## config.mk

```make
export PLATFORM = sky130hd
export DESIGN_NAME = ex_issue_queue
export DESIGN_NICKNAME = d
export VERILOG_FILES = /design/src/rtl/ex_issue_queue.sv
export SDC_FILE = /design/constraint.sdc
export NUM_CORES = 1
export LEC_CHECK = 0
export BUFFER_PORTS_ARGS = -buffer_cell sky130_fd_sc_hd__buf_2
export CORE_MARGIN = 1.5
export CORE_UTILIZATION = 57
export DETAILED_ROUTE_END_ITERATION = 6
export PLACE_DENSITY = 0.79
export SLEW_MARGIN = 20
export SYNTH_ARGS = -nofsm -noshare
export SYNTH_HDL_FRONTEND = slang
export SYNTH_SLANG_ARGS = --single-unit
```

## constraint.sdc

```tcl
create_clock -name clk -period 7.1 [get_ports clk]
set_input_delay 0.355 -clock clk [delete_from_list [all_inputs] [get_ports clk]]
set_output_delay 0.355 -clock clk [all_outputs]
set_load 0.02 [all_outputs]
```

## src/rtl/ex_issue_queue.sv

```systemverilog
// In-order issue queue between decode and execute: a FIFO of operand/control bundles.
// Optional same-cycle empty-queue bypass is enabled by defining EX_ISSUE_QUEUE_BYPASS_EN.
module ex_issue_queue #(
  parameter int XLEN   = 32,
  parameter int CTRL_W = 32,
  parameter int DEPTH  = 4
) (
  input  logic                       clk,
  input  logic                       rst_n,
  input  logic                       flush,
  input  logic                       in_valid,
  output logic                       in_ready,
  input  logic [XLEN-1:0]            in_data1,
  input  logic [XLEN-1:0]            in_data2,
  input  logic [XLEN-1:0]            in_imm,
  input  logic [XLEN-1:0]            in_pc,
  input  logic [CTRL_W-1:0]          in_ctrl,
  input  logic                       in_compflg,
  output logic [XLEN-1:0]            out_data1,
  output logic [XLEN-1:0]            out_data2,
  output logic [XLEN-1:0]            out_imm,
  output logic [XLEN-1:0]            out_pc,
  output logic [CTRL_W-1:0]          out_ctrl,
  output logic                       out_compflg,
  output logic                       out_valid,
  input  logic                       out_ready,
  output logic [$clog2(DEPTH+1)-1:0] count
);

  localparam int PW = $clog2(DEPTH);
  localparam int CW = $clog2(DEPTH + 1);
  localparam int BW = 4 * XLEN + CTRL_W + 1;

  logic [BW-1:0] mem_q [DEPTH];
  logic [PW-1:0] rd_ptr_q, rd_ptr_d;
  logic [PW-1:0] wr_ptr_q, wr_ptr_d;
  logic [CW-1:0] count_q, count_d;

  logic [BW-1:0] in_bundle;
  logic [BW-1:0] out_bundle;
  logic          empty, full;
  logic          bypass_take;
  logic          push, pop;

  assign in_bundle = {in_data1, in_data2, in_imm, in_pc, in_ctrl, in_compflg};
  assign empty     = (count_q == '0);
  assign full      = (count_q == CW'(DEPTH));
  assign in_ready  = !full;

`ifdef EX_ISSUE_QUEUE_BYPASS_EN
  // An empty queue forwards the incoming bundle; if consumed at once it is never stored.
  assign out_valid   = !empty || in_valid;
  assign out_bundle  = empty ? in_bundle : mem_q[rd_ptr_q];
  assign bypass_take = empty && in_valid && out_ready;
`else
  assign out_valid   = !empty;
  assign out_bundle  = mem_q[rd_ptr_q];
  assign bypass_take = 1'b0;
`endif

  assign push = in_valid && in_ready && !bypass_take;
  assign pop  = out_valid && out_ready && !bypass_take;

  assign {out_data1, out_data2, out_imm, out_pc, out_ctrl, out_compflg} = out_bundle;
  assign count = count_q;

  always_comb begin
    rd_ptr_d = rd_ptr_q;
    wr_ptr_d = wr_ptr_q;
    count_d  = count_q;
    if (flush) begin
      rd_ptr_d = '0;
      wr_ptr_d = '0;
      count_d  = '0;
    end else begin
      if (push) wr_ptr_d = wr_ptr_q + PW'(1);
      if (pop)  rd_ptr_d = rd_ptr_q + PW'(1);
      case ({push, pop})
        2'b10:   count_d = count_q + CW'(1);
        2'b01:   count_d = count_q - CW'(1);
        default: count_d = count_q;
      endcase
    end
  end

  always_ff @(posedge clk) begin
    if (!rst_n) begin
      rd_ptr_q <= '0;
      wr_ptr_q <= '0;
      count_q  <= '0;
    end else begin
      rd_ptr_q <= rd_ptr_d;
      wr_ptr_q <= wr_ptr_d;
      count_q  <= count_d;
    end
  end

  // Storage is deliberately left unreset; validity is tracked by count alone.
  always_ff @(posedge clk) begin
    if (rst_n && !flush && push) begin
      mem_q[wr_ptr_q] <= in_bundle;
    end
  end

endmodule

```

Word level (Yosys, flattened, before mapping)
Memory sizes are Yosys's and may differ from the RTL's. A register that Yosys moved wholly into a read port is not among the register bits.
Index checks and enable logic that the tools add are counted.
W data, S select, Z words.

cells by class
  multiplexer cells = 5
  add/sub/neg operators = 4
  eq/ne operators = 3
  bitwise logic cells = 1
  reduce and logical (&&, ||, !) cells = 10

operator list
  operator               number
  $pmux W3 S2            1
  $add A2 B1 Y2 const B  2
  $logic_and A1 B1 Y1    4
  $mux W2                2
  $add A3 B1 Y3 const B  1
  $eq A3 B3 Y1 const B   1
  $logic_not A1 Y1       3
  $logic_not A3 Y1       1
  $sub A3 B1 Y3 const B  1
  $eq A2 B1 Y1 const B   1
  $eq A2 B2 Y1 const B   1
  $mux W1                2
  $reduce_bool A2 Y1     1
  $reduce_or A2 Y1       1
  $not A1 Y1             1

word-level totals
  bits in writable memories = 644
  input bits = 166
  memories = 1
  output and inout port bits = 166
  register bits after elaboration = 7

memories
  name   words  width  rd ports  clocked after Yosys merged registers in  wr ports  RTL line  text
  mem_q  4      161    1         1                                        1         34        logic [BW-1:0] mem_q [DEPTH];

Depth between registers and ports, before layout
  depth in word-level cells = 6
  gate-level depth with buffers = 9

Least setup slack after synthesis
No wires, ideal clock.

  kind = reg-to-reg
  start = register count_q[0] (netlist: count[0])
  end = memory mem_q[0][0] (netlist name) (enable)
  data required time = 6.559 ns
  library setup time = 0.541 ns
  path buffers = 0
  setup slack = 1.898 ns
  data arrival time = 4.662 ns
  cell stages (with the launch flop) = 4
  cell sequence = dfxtp_1 > or3b_4 > and2_4 > and3_1

on the way
  cells in the longest elaborated chain, start to end = 6

ends and longest elaborated chain
  item                           RTL line  text
  start: declaration             37        logic [CW-1:0] count_q, count_d;
  start signal: assignment       94        count_q <= count_d;
  $eq A3 B3 Y1                   47        assign full = (count_q == CW'(DEPTH));
  $logic_not A1 Y1               48        assign in_ready = !full;
  net in_ready                   12        output logic in_ready,
  $logic_and A1 B1 Y1            61        assign push = in_valid && in_ready && !bypass_take;
  $logic_and A1 B1 Y1            100       if (rst_n && !flush && push) begin
  $mux W1                        100
  $mux W1 (not written as such)  101       mem_q[wr_ptr_q] <= in_bundle;
  end: declaration               34

The timed path passes the listed nets, and every way through them passes these cells.

==> flow_summary_export.csv <==
group,metric,value,unit
layout,syn2layout_area_growth,24.4,%
power_and_ir_drop,leakage,9.80,nW
yosys,syn_avg_cell_area,26.5,um2
clock_tree,post_cts_buffers,0,
clock_tree,cts.clk_slew.worst_paths,0.06,ns
setup_path,timing.rr.start,"count[1]",
layout,nNetsFinal,1595,
route,ant_nets,0,
clock_tree,cts_buffers,61,
power_and_ir_drop,p_sw,0.00154,W
floorplan,chipHeight,207,um
min_path,min_to,"wr_ptr_q[0]",
timing,rsz0062_at_grt,"false",
setup_path,crit_fanout,62,
status,status,"completed",
timing,period_needed,3.45,ns
power_and_ir_drop,power_frac_clock,39.9,%
yosys,synth-seq-cells,653,
power_and_ir_drop,p_int,0.00620,W
yosys,synth-seq-area-share,82.4,%
placement,port_buffers,331,
timing,worst_pin_slew,1.01,ns
setup_path,required,6.74,ns
layout,instances_no_fill,2004,
yosys,yosysWarningCount,0,
global_routing,antenna_found_initial,3,
clock_tree,cts_tree,"yes",
timing,drv_slew,0,
route,wl_met1,18500,um
layout,drive_gt1_share,40.5,%
setup_path,cp-start-kind,"flip-flop",
floorplan,initial_utilization,57.9,%
power_and_ir_drop,p_seq_share,55.4,%
route,drc,0,
floorplan,dieArea,42800,um2
route,maxUsedRoutingLayer,"met4",
route,drt_pass1_iterations,5,
power_and_ir_drop,power.density,263,nW/um2
route,avgRoutedWirePerCell,24.3,um
timing,skew,0.0252,ns
timing,setup_tns,0,ns
flow_run,maxCapViolCount,0,
placement,placed_cells_incl_taps,1729,
route,drt_iter0_drc,890,
clock_tree,clock_tree.root_cell,"clkbuf_16",
yosys,synthesis.nets,1064,
clock_tree,cts.sinks,653,
min_path,worstHoldStart,"flush",
yosys,syn_inst,892,
route,drt-vias-per-instance,5.68,
timing,post-route-period-util,48.6,%
floorplan,rows,74,
route,met3_length,4200,um
layout,n_fill_cell,2340,
setup_path,cp-end-kind,"primary output",
setup_path,arrival,3.10,ns
timing,hold_viol,0,
route,drt_wl_total,48700,um
clock_tree,htree_levels,2,
global_routing,overflow,0,
timing,setup_viol,0,
setup_path,r2r_cells,4,
clock_tree,clockBufferDepth,3,
clock_tree,insertion_delay,0.62,ns
placement,hpwl,26100,um
global_routing,grt_pass1_wl,72000,um
setup_path,r2r_end,"mem_q[1][34]",
setup_path,critPathKind,"flip-flop to primary output",
timing,max_freq,0.290,GHz
power_and_ir_drop,pwr-share-comb,4.7,%
power_and_ir_drop,irDropWorstVdd,284,uV
timing,maxSlewHeadroom,33.0,%
global_routing,first_global_vias,12000,
yosys,netlist_area,23700,um2
power_and_ir_drop,p_sw_share,19.9,%
placement,place.gp.congestion,0.735,
min_path,hold_class,"primary input to flip-flop",
min_path,hold_depth,4,
floorplan,die_w,207,um
setup_path,r2r_setup_slack,4.19,ns
floorplan,ios,332,
global_routing,grt_max_degree,104,
yosys,yosysUniqueCellTypes,25,
route,vias,11400,
global_routing,grt_usage,23.1,%
route,wl_met2,24900,um
floorplan,design.core.area,40900,um2
timing,hold_slack,0.162,ns
per-stage QoR:
| step | util, % | worst slack (ns) | power, W | instance area, um2 |
|---|---|---|---|---|
| 2_1_floorplan | - | 1.90 | 0.00452 | 23700 |
| 3_3_place_gp | 63.3 | 4.05 | 0.00464 | 25900 |
| 3_5_place_dp | 63.3 | 3.98 | 0.00466 | 25900 |
| 4_1_cts | 71.9 | 3.42 | 0.00778 | 29400 |
| 5_1_grt | 72.0 | 3.52 | 0.00797 | 29400 |
| 6_report | 72.0 | 3.65 | 0.00774 | 29500 |
sequential cells by signal, summed over array words and instances (netlist names), named ones only:
name      cells
count         3
mem_q       644
rd_ptr_q      2
wr_ptr_q      2
worst max path at each step:
stage	from	to	slack, ns	depth (start not counted)
finish	flip-flop	out_data1[18]	3.65	3
global route	flip-flop	out_data1[19]	3.52	3
CTS	flip-flop	out_data2[9]	3.42	3
detailed placement	rst_n	mem_q[1][26]	3.98	4
global placement	rst_n	mem_q[1][26]	4.05	4
floorplan	count[0]	mem_q[0][0]	1.90	3
layout make-up:
| cell class | instances | area, um2 | area share [%] |
|---|---|---|---|
| inverters | 6 | 22.5 | 0.0765 |
| clock buffers | 72 | 1610 | 5.47 |
| multi-input cells | 197 | 3920 | 13.3 |
| repair buffers | 504 | 3420 | 11.6 |
| clock inverters | 37 | 284 | 0.964 |
| flip-flops and latches | 653 | 19500 | 66.3 |
| well taps | 532 | 666 | 2.26 |
| diodes | 3 | 7.51 | 0.0255 |
worst max-delay path: stages, from the launching register on:
cell	delay, ns
dfxtp_4	0.97
buf_4	0.82
mux4_2	0.46
buf_2	0.18
cell usage after synthesis, drive strengths merged:
cell type  number  share of area (%)
or3b            1              0.048
clkbuf          7               0.11
nand2           1              0.016
dfxtp           9               0.76
buf            29               0.90
or3             2              0.053
o21ai           2              0.042
nand4           2              0.053
o31ai           1              0.032
mux4          161                 15
a21oi           2              0.042
o311ai          1              0.037
nor2            6              0.095
xnor2           1              0.037
nor2b           1              0.026
o31a            1              0.037
edfxtp        644                 82
and2            1              0.037
nand2b          1              0.026
fa              1              0.085
ha              5               0.26
inv             6              0.095
xor2            3               0.11
and3            4               0.11
repair_timing:
| action | CTS | global route |
|---|---|---|
| hold buffers | 162 | 0 |
| endpoints found under the setup margin | 0 | 0 |
| gates resized for setup | 0 | 0 |
| hold endpoints to repair | 645 | 0 |
power by group through the flow:
stage | clock [W] | sequential, W | combinational [W]
3_5_place_dp | 0 | 0.00437 | 0.000283
3_3_place_gp | 0 | 0.00437 | 0.000273
6_report | 0.00309 | 0.00429 | 0.000366
4_1_cts | 0.00312 | 0.00429 | 0.000361
2_1_floorplan | 0 | 0.00437 | 0.000146
5_1_grt | 0.00328 | 0.00429 | 0.000392
layer usage:
| layer | track usage, % | vias up |
|---|---|---|
| li1 | - | 4930 |
| met1 | 30.9 | 5915 |
| met2 | 37.7 | 457 |
| met3 | 5.90 | 74 |
| met4 | 7.43 | 0 |
| met5 | 0 | - |
placed cells by master, fill, tap and decap left out, types with 2 or more instances in the layout:
master / instances
and3_4: 4
bufinv_16: 4
nand4_1: 2
buf_12: 3
inv_1: 6
or3_1: 2
edfxtp_1: 644
nor2_1: 6
dfxtp_1: 7
o21ai_0: 2
diode_2: 3
buf_4: 7
dlygate4sd3_1: 162
clkbuf_1: 9
clkinvlp_4: 3
clkinv_2: 11
buf_2: 331
xor2_1: 3
clkbuf_16: 63
mux4_2: 161
a21oi_1: 2
clkinv_1: 16
clkinv_4: 2
dfxtp_4: 2
ha_1: 5
kinds of logic after synthesis:
logic type	share of synthesized area, %
flops	82.4
mux	15.3
buf+inv	1.11
simple gates	0.460
compound gates	0.190
fa+ha+maj	0.349
xor+xnor	0.148
No activity file was read; power rests on OpenSTA's default activity.
